File: src/rtl/cpu_pkg.sv
// Shared fetch-side types and constants: queue entry layout and the canonical NOP.
package cpu_pkg;

    localparam int XLEN = 32;
    localparam logic [31:0] NOP_INSTR = 32'h0000_0013;  // addi x0, x0, 0

    typedef struct packed {
        logic [31:0]     instr;
        logic [XLEN-1:0] pc;
        logic [XLEN-1:0] pcplus4;
    } fetch_entry_t;

endpackage

File: src/rtl/if_fetch_queue.sv
// Fetch queue between PC/instruction memory and decode: FWFT FIFO of {instr, pc, pc+4}
// that absorbs decode stalls and memory latency, and drives the PC register stall.
module if_fetch_queue
    import cpu_pkg::*;
#(
    parameter int DEPTH = 2
) (
    input  logic                     clk_i,
    input  logic                     reset_i,
    input  logic [XLEN-1:0]          pcF_i,
    input  logic                     imem_valid_i,
    input  logic [31:0]              instrF_i,
    input  logic                     stallD_i,
    input  logic                     flushD_i,
    output logic                     stallF_o,
    output logic                     validD_o,
    output logic [31:0]              instrD_o,
    output logic [XLEN-1:0]          pcD_o,
    output logic [XLEN-1:0]          pcplus4D_o,
    output logic [$clog2(DEPTH):0]   count_o
);

    localparam int AW = $clog2(DEPTH);
    localparam int CW = AW + 1;

    fetch_entry_t   mem [DEPTH];
    logic [AW-1:0]  rd_ptr;
    logic [AW-1:0]  wr_ptr;
    logic [CW-1:0]  count;

    logic full;
    logic pop;
    logic push;
    fetch_entry_t head;

    assign full     = (count == CW'(DEPTH));
    assign validD_o = (count != '0);
    assign pop      = validD_o & ~stallD_i;
    // A full queue still accepts a new word when the head leaves in the same cycle.
    assign stallF_o = ~flushD_i & (~imem_valid_i | (full & ~pop));
    assign push     = imem_valid_i & ~stallF_o & ~flushD_i;

    // NOTE: storage carries no reset; validity is tracked solely by count, so stale
    // entries are never observable and the array maps cleanly onto plain RAM/flops.
    always_ff @(posedge clk_i) begin
        if (push) begin
            mem[wr_ptr] <= '{instr: instrF_i, pc: pcF_i, pcplus4: pcF_i + XLEN'(4)};
        end
    end

    // NOTE: sequential state uses non-blocking assignments so every register samples
    // pre-edge values, independent of statement order.
    always_ff @(posedge clk_i or posedge reset_i) begin
        if (reset_i) begin
            rd_ptr <= '0;
            wr_ptr <= '0;
            count  <= '0;
        end else if (flushD_i) begin
            rd_ptr <= '0;
            wr_ptr <= '0;
            count  <= '0;
        end else begin
            if (push) wr_ptr <= wr_ptr + AW'(1);
            if (pop)  rd_ptr <= rd_ptr + AW'(1);
            case ({push, pop})
                2'b10:   count <= count + CW'(1);
                2'b01:   count <= count - CW'(1);
                default: count <= count;
            endcase
        end
    end

    // First-word-fall-through: head is read straight from storage, masked when empty.
    assign head       = mem[rd_ptr];
    assign instrD_o   = validD_o ? head.instr   : NOP_INSTR;
    assign pcD_o      = validD_o ? head.pc      : '0;
    assign pcplus4D_o = validD_o ? head.pcplus4 : '0;
    assign count_o    = count;

endmodule

File: config.mk
export PLATFORM = sky130hd
export DESIGN_NAME = if_fetch_queue
export DESIGN_NICKNAME = d
export VERILOG_FILES = /design/src/rtl/cpu_pkg.sv /design/src/rtl/if_fetch_queue.sv
export SDC_FILE = /design/constraint.sdc
export NUM_CORES = 1
export LEC_CHECK = 0
export CAP_MARGIN = 20
export CORE_MARGIN = 8
export CORE_UTILIZATION = 51
export DETAILED_ROUTE_END_ITERATION = 7
export GPL_TIMING_DRIVEN = 0
export PLACE_DENSITY_LB_ADDON = 0.05
export SYNTH_ARGS = -nofsm -noshare
export SYNTH_HDL_FRONTEND = slang
export SYNTH_SLANG_ARGS = --single-unit
File: constraint.sdc
create_clock -name clk_i -period 9.82 [get_ports clk_i]
set_input_delay 1.473 -clock clk_i [delete_from_list [all_inputs] [get_ports clk_i]]
set_output_delay 1.473 -clock clk_i [all_outputs]
set_load 0.05 [all_outputs]
==> flow_summary.toml, run 1 <==
[grt]
grt-ovfl-total = 0
grt.busiest_layer = "met2"
grt_max_degree = 17
grt_pass1_vias = 5065
grt_use_met2 = 0.301
antenna_found_initial = 0
grt_pass1_wl_um = 27100
grtUsageTotal = 0.179
use_met3 = 0.0544
grt_use_met1 = 0.220

[cells_and_area]
layout-drive-gt1-share = 0.0892
syn_to_final_growth_pct = 34.5
diodes = 0
fillers = 1070
fin_util = 0.698
stdcell_area_um2 = 10600
final_cells = 917
nets = 786

[yosys]
ys_seq_area_frac = 0.732
synth_top_cell_area_share = 0.719
ys_top_cells_by_area = "edfxtp_1 (72%), mux2i_1 (12%), nor2_1 (4.8%)"
synth_seq_cells = 192
syn-mean-instance-area_um2 = 15.3
syn_area_um2 = 7850
yosysWarnings = 0
synth_top_cell_by_area = "edfxtp_1"
synth_fp_nets = 582
syn_inst = 512
synthDistinctLibCells = 30

[routing]
drt_iter0_markers = 334
num_vias = 4761
firstDrtPassIters = 4
ant_nets = 0
drc_errors = 0
viasPerCell = 5.19
routed_wl_um = 17400
wl_per_cell_um = 18.9

[cts]
root_buffer = "clkbuf_16"
postCtsHoldBufs = 0
clk_pin_slew_ps = 70
clock-sinks = 192
cts_resized = 0
clk_latency_ps = 420
clockBufferDepth = 2
postCtsSetupBuffers = 0
cts_made_buffers = 17
cts_max_level = 4
tritoncts = "yes"

[die]
rows = 45
io_pins = 169
die_h_um = 140
start_util = 0.519
coreArea_um2 = 15100
die_area_um2 = 19600
dieWidth_um = 140

[timing]
finalClockSkew_ps = 11.0
worst_pin_slew_ps = 769
hold_viol = 0
fin_crit_sh = 0.487
slew_viol_final = 0
final-setup-viol-count = 0
max_slew_margin = 0.483
tns_ps = 0
period_minus_slack_ps = 4780
fmax_ghz = 0.209
rsz0062_at_grt = "no"

[placed_design]
gp_congestion = 0.729
post-dp-hpwl_um = 12700
port_buffers = 167
placed_area_um2 = 9970
place_inst = 885

[setup_path]
worstPathRequired_ps = 8350
crit_type = "input pin to output port"
crit_path_end_kind = "output port"
path_delay_family = "buffers and inverters"
crit_top_cell = "clkdlybuf4s50_1"
start_kind = "input pin"
crit_fanout = 7
cp_slowest_cell = "clkdlybuf4s50_1"
critPathMaxStageDelay_ps = 820
critPathBufInv = 2
worstPathArrival_ps = 3310
path_cells = "clkdlybuf4s50_1 > o21ai_1 > nor2b_1 > clkdlybuf4s50_1"

[pwr]
power_leakage_nw = 3.50
powerDensity_nw_per_um2 = 187
power_mw = 1.98
ir_worst_vdd_mv = 0.120

[hold_path]
holdCritPathClass = "flop to flop"

[outcome]
outcome = "completed"

[job]
maxCapViolations = 0
==> kinds of logic after synthesis <==
family	Yosys count	share of synthesized area
flops	192	0.732
buf+inv	30	0.0170
xor+xnor	30	0.0335
mux	94	0.120
simple gates	157	0.0902
fa+ha+maj	1	0.00159
compound gates	8	0.00637
==> layer usage <==
layer / wire [µm] / up-vias / part of all wire
li1: - / 2301 / -
met1: 7270 / 2319 / 0.42
met2: 8760 / 132 / 0.50
met3: 1180 / 9 / 0.068
met4: 146 / 0 / 0.0084
met5: 0 / - / 0
==> worst min-delay path, cell delays in order, from the launching register on <==
cell     delay (ps)
dfrtp_1         400
xor2_1           90
nor2_1           90
==> synth_stat cells, drive strengths merged <==
cell,instances
nand3,12
nor2,100
a41o,1
xnor2,20
nand2,12
clkbuf,12
nor2b,2
or3,1
and4,2
dfrtp,4
or4,1
nand4,11
a21oi,2
a211oi,2
inv,5
and3,4
nor3b,2
buf,13
edfxtp,188
ha,1
nor4,2
xor2,10
nor3,7
mux2i,94
o21ai,3
and2,1
==> state kept, by name, summed over array words and instances (netlist names) <==
signal   cells
mem        188
count_o      2
rd_ptr       1
wr_ptr       1
==> per-stage QoR <==
step                      worst slack, ps  hold WS [ps]
final                                5040           611
after global routing                 4860           633
after CTS                            5040           600
after detailed placement             5040           590
after global placement              -3880           537
after floorplan                       430           519
==> cell type report <==
class | instances | area (µm²) | share of cell area
repair buffers | 185 | 1870 | 0.177
flip-flops and latches | 192 | 5750 | 0.544
clock inverters | 10 | 139 | 0.0131
plain buffers | 25 | 115 | 0.0109
well taps | 188 | 235 | 0.0223
multi-input cells | 290 | 1980 | 0.188
inverters | 5 | 18.8 | 0.00178
clock buffers | 22 | 454 | 0.0430
==> report_power, final <==
group / total [mW] / leakage (nW) / switching [mW] / internal (mW)
sequential: 0.945 / 1.78 / 0.00826 / 0.937
combinational: 0.346 / 1.45 / 0.223 / 0.123
clock: 0.687 / 0.276 / 0.281 / 0.407
==> worst paths after layout <==
path                              end         start  slack [ps]  depth (start not counted)
max                          stallF_o  imem_valid_i        5040                          4
max in group asynchronous      wr_ptr       reset_i        8450                          2
min reg2reg                    wr_ptr        wr_ptr         610                          2
max reg2reg                mem[0][43]    count_o[1]        7470                          7
min in group asynchronous  count_o[1]       reset_i        1220                          2
min                            wr_ptr        wr_ptr         610                          2
==> layout by cell type (no fill, tap or decap), types with 3 or more instances in the layout <==
cell type / Yosys / final
bufinv_16: 0 / 3
clkbuf_1: 12 / 16
and3_1: 4 / 4
nand3_1: 12 / 12
clkinvlp_4: 0 / 4
nand2_1: 12 / 12
nor3_2: 3 / 4
clkdlybuf4s50_1: 0 / 167
buf_6: 0 / 18
inv_1: 5 / 5
nand4_1: 11 / 11
dfrtp_1: 4 / 4
buf_2: 11 / 11
clkbuf_16: 0 / 17
nor3_1: 4 / 3
xor2_1: 10 / 10
xnor2_1: 20 / 20
edfxtp_1: 188 / 188
mux2i_1: 94 / 94
nor2_1: 100 / 100
No activity file was read; power rests on OpenSTA's default activity.
==> run 2: changes to the inputs <==
==> constraint.sdc (replaced) <==
create_clock -name clk_i -period 4.7 [get_ports clk_i]
set_input_delay 0.705 -clock clk_i [delete_from_list [all_inputs] [get_ports clk_i]]
set_output_delay 0.705 -clock clk_i [all_outputs]
set_load 0.05 [all_outputs]
==> run 2 against run 1 <==
Compared with the run above:
- final area is 0.73% higher
- critical path type is now flop to output port
- critical path depth is 2 higher
- via count is 0.82% higher
- largest cell class unchanged
- utilization is 0.51 points higher
- flip-flop and latch count stayed put
==> flow_summary.toml, run 2 (synthesis results as in run 1) <==
[outcome]
outcome = "completed"

[pwr]
powerDensity_nw_per_um2 = 388
power_mw = 4.13
power_leakage_nw = 3.52
ir_worst_vdd_mv = 0.243

[routing]
wl_per_cell_um = 19.0
viasPerCell = 5.27
drc_errors = 0
routed_wl_um = 17300
firstDrtPassIters = 4
drt_iter0_markers = 246
ant_nets = 0
num_vias = 4800

[setup_path]
worstRegToRegCells = 6
start_kind = "flop"
reg2reg_slack_ps = 2430
crit_type = "flop to output port"
worstPathArrival_ps = 3350
rr_endpoint = "mem[0][7]"
crit_path_end_kind = "output port"
r2r-start = "count_o[1]"
crit_fanout = 10
worstPathRequired_ps = 3990

[cells_and_area]
syn_to_final_growth_pct = 35.5
top_register = "mem"
stdcell_area_um2 = 10600
nets = 779
largest_register_ffs = 188
final_cells = 910
final_cell_mix = "edfxtp_1 (188), clkdlybuf4s50_1 (167), nor2_1 (100)"
fin_util = 0.703
diodes = 0
layout-drive-gt1-share = 0.0831
layout_commonest_cell = "edfxtp_1"

[cts]
clk_latency_ps = 430
cts_resized = 0
clk_pin_slew_ps = 70
cts_made_buffers = 17
root_buffer = "clkbuf_16"
clockBufferDepth = 2
postCtsHoldBufs = 0
tritoncts = "yes"
postCtsSetupBuffers = 0
clock-sinks = 192
cts_max_level = 4

[grt]
grt_pass1_vias = 5084
antenna_found_initial = 0
grt-ovfl-total = 0
grt_pass1_wl_um = 27200
grt_max_degree = 21
grtUsageTotal = 0.179

[timing]
slew_viol_final = 0
final-setup-viol-count = 0
rsz0062_at_grt = "no"
max_slew_margin = 0.457
finalClockSkew_ps = 6.87
fmax_ghz = 0.247
fin_crit_sh = 0.862
period_minus_slack_ps = 4050
hold_viol = 0
worst_pin_slew_ps = 814

[placed_design]
place_inst = 878
post-dp-hpwl_um = 12600
gp_congestion = 0.739
port_buffers = 167
placed_area_um2 = 10100

[hold_path]
holdCritPathClass = "input pin to async pin"

[die]
die_area_um2 = 19600
coreArea_um2 = 15100
start_util = 0.519
rows = 45
io_pins = 169
die_h_um = 140
dieWidth_um = 140

[job]
maxCapViolations = 0
## run 2: stage by stage
step / setup WS [ps] / hold WS (ps) / setup TNS (ps)
2_1_floorplan: 703 / 471 / 0
3_3_place_gp: -966 / 552 / -160100
6_report: 649 / 467 / 0
5_1_grt: 442 / 484 / 0
3_5_place_dp: 1030 / 603 / 0
4_1_cts: 524 / 457 / 0
## run 2: routing by layer
| metal | GRT usage | wire length (µm) |
|---|---|---|
| met5 | 0 | 0 |
| met4 | 0.0606 | 191 |
| met3 | 0.0554 | 1280 |
| met2 | 0.297 | 8530 |
| met1 | 0.220 | 7290 |
## run 2: layout make-up
type                            count  area, µm²
Buffer                             25        115
Clock inverter                     15        158
Tap cell                          188        235
Sequential cell                   192       5750
Multi-Input combinational cell    290       2000
Timing Repair Buffer              178       1950
Fill cell                        1042       4500
Clock buffer                       17        425
Inverter                            5       18.8
## run 2: worst max-delay path, cell delays in order, from the launching register on
cell             delay [ps]
dfrtp_1                 450
nor2_1                  270
clkbuf_1                650
clkbuf_1                470
nor2_1                  190
buf_4                   170
clkdlybuf4s50_1         690
## run 2: report_power, final
group          internal [mW]  switching [mW]  total, mW
combinational          0.266           0.469      0.735
sequential              1.96          0.0177       1.97
clock                  0.789           0.633       1.42
total                   3.01            1.12       4.13
## run 2: worst max path at each step
| stage | startpoint | endpoint | slack (ps) | depth (start not counted) |
|---|---|---|---|---|
| final | count_o[0] | pcplus4D_o[0] | 650 | 6 |
| after global routing | count_o[0] | pcplus4D_o[0] | 440 | 6 |
| after CTS | count_o[0] | pcplus4D_o[0] | 520 | 6 |
| after detailed placement | count_o[0] | pcplus4D_o[0] | 1030 | 6 |
| after global placement | imem_valid_i | mem[1][40] | -970 | 3 |
| after floorplan | stallD_i | mem[1][10] | 700 | 4 |
==> run 3: changes to the inputs <==
--- a/config.mk
+++ b/config.mk
@@ -11,6 +11,7 @@
 export DETAILED_ROUTE_END_ITERATION = 7
 export GPL_TIMING_DRIVEN = 0
 export PLACE_DENSITY_LB_ADDON = 0.05
+export SLEW_MARGIN = 20
 export SYNTH_ARGS = -nofsm -noshare
 export SYNTH_HDL_FRONTEND = slang
 export SYNTH_SLANG_ARGS = --single-unit
==> run 3 against run 2 <==
Compared with the run above:
- first-iteration DRC count is 16% higher
- sequential share of layout area is 0.56 points higher
- largest cell class unchanged
- final cell count is 0.22% higher
==> flow_summary.toml, run 3 (synthesis results as in run 1) <==
[outcome]
outcome = "completed"

[grt]
grtUsageTotal = 0.181
grt_max_degree = 19
grt_pass1_wl_um = 27500
grt-ovfl-total = 0
grt_pass1_vias = 5137
antenna_found_initial = 0

[pwr]
combPwrFrac = 0.177
internal_power_mw = 2.96
pwr-share-clk = 0.340
powerDensity_nw_per_um2 = 388
p_seq_frac = 0.483
ir_worst_vdd_mv = 0.257
p_sw_mw = 1.13
power_leakage_nw = 3.49
switching_share = 0.276

[setup_path]
crit_fanout = 10
start_kind = "flop"
crit_type = "flop to output port"
worstPathArrival_ps = 3350
worstRegToRegCells = 6
worstPathRequired_ps = 3990
reg2reg_slack_ps = 2470
crit_path_end_kind = "output port"

[placed_design]
dp_slack_ps = 1050
port_buffers = 167
post-dp-hpwl_um = 12600
gp_congestion = 0.739
place_inst = 880

[cells_and_area]
final_cells = 912
multi_input_area_um2 = 2000
largest_register_ffs = 188
diodes = 0
fillers = 1049
syn_to_final_growth_pct = 34.1
top_register = "mem"
fin_util = 0.695
final_cell_mix = "edfxtp_1 (188), clkdlybuf4s50_1 (167), nor2_1 (100)"
nets = 781
layout-drive-gt1-share = 0.0884
register_area_um2 = 5750
layout_commonest_cell = "edfxtp_1"

[timing]
whs_ps = 466
final-setup-viol-count = 0
tns_ps = 0
rsz0062_at_grt = "no"
worst_pin_slew_ps = 828
period_minus_slack_ps = 4060
fmax_ghz = 0.246
fin_crit_sh = 0.863
finalClockSkew_ps = 5.83
max_slew_margin = 0.448
slew_viol_final = 0
hold_viol = 0
fin_ws_ps = 642

[cts]
cts_resized = 0
clk_pin_slew_ps = 70
cts_made_buffers = 17
clock-sinks = 192
postCtsHoldBufs = 0
clk_latency_ps = 420
postCtsSetupBuffers = 0
root_buffer = "clkbuf_16"
cts_max_level = 4
tritoncts = "yes"
clockBufferDepth = 2

[routing]
drc_errors = 0
viasPerCell = 5.32
drt_iter0_markers = 286
num_vias = 4852
ant_nets = 0
wl_per_cell_um = 19.0
firstDrtPassIters = 4
routed_wl_um = 17300

[die]
die_area_um2 = 19600
start_util = 0.519
io_pins = 169
dieWidth_um = 140
coreArea_um2 = 15100
rows = 45
die_h_um = 140

[job]
maxCapViolations = 0

[hold_path]
holdCritPathClass = "input pin to async pin"
==> run 3: cell count changes in the layout (fill, tap and decap cells not counted), sizes merged <==
cell / previous run / this run
inv: 10 / 13
clkinv: 6 / 4
bufinv: 2 / 1
buf: 24 / 26
==> run 3: final cells by class <==
class,count,area share
inverter,5,0.00178
tap,188,0.0223
buffer,25,0.0109
clock inverter,15,0.0141
sequential,192,0.545
clock buffer,17,0.0404
timing repair buffer,180,0.175
multi-input combinational,290,0.190
==> run 3: through the flow <==
stage	area (µm²)	power [mW]
final	10500	4.09
after global routing	10500	4.23
after CTS	10500	4.13
after detailed placement	9960	2.74
after global placement	9780	2.72
after floorplan	7880	2.45
==> run 3: critical path: stages (launching register included) <==
cell	delay [ps]
dfrtp_1	460
nor2_1	280
clkbuf_1	670
clkbuf_1	480
nor2_1	180
buf_4	170
clkdlybuf4s50_1	690
==> run 3: power groups by stage <==
stage / Combinational (mW) / Clock [mW] / Sequential [mW]
final: 0.723 / 1.39 / 1.97
after global routing: 0.765 / 1.49 / 1.98
after CTS: 0.732 / 1.42 / 1.97
after detailed placement: 0.728 / 0 / 2.01
after global placement: 0.702 / 0 / 2.02
after floorplan: 0.433 / 0 / 2.02
==> run 3: final timing paths <==
kind / from / endpoint
setup / recovery: count_o[0] / pcplus4D_o[0]
hold / removal: reset_i / count_o[1]
setup reg to reg: count_o[1] / mem[1][5]
hold reg to reg: count_o[0] / count_o[0]
max in group asynchronous: reset_i / rd_ptr
min in group clk_i: count_o[0] / count_o[0]
==> run 3: metal layers <==
layer / share of wire / global-route usage / routed length, µm / up-vias
met4: 0.013 / 0.0577 / 217 / 0
met2: 0.50 / 0.300 / 8670 / 153
met3: 0.065 / 0.0530 / 1130 / 17
li1: - / - / - / 2292
met1: 0.42 / 0.224 / 7290 / 2390
met5: 0 / 0 / 0 / -
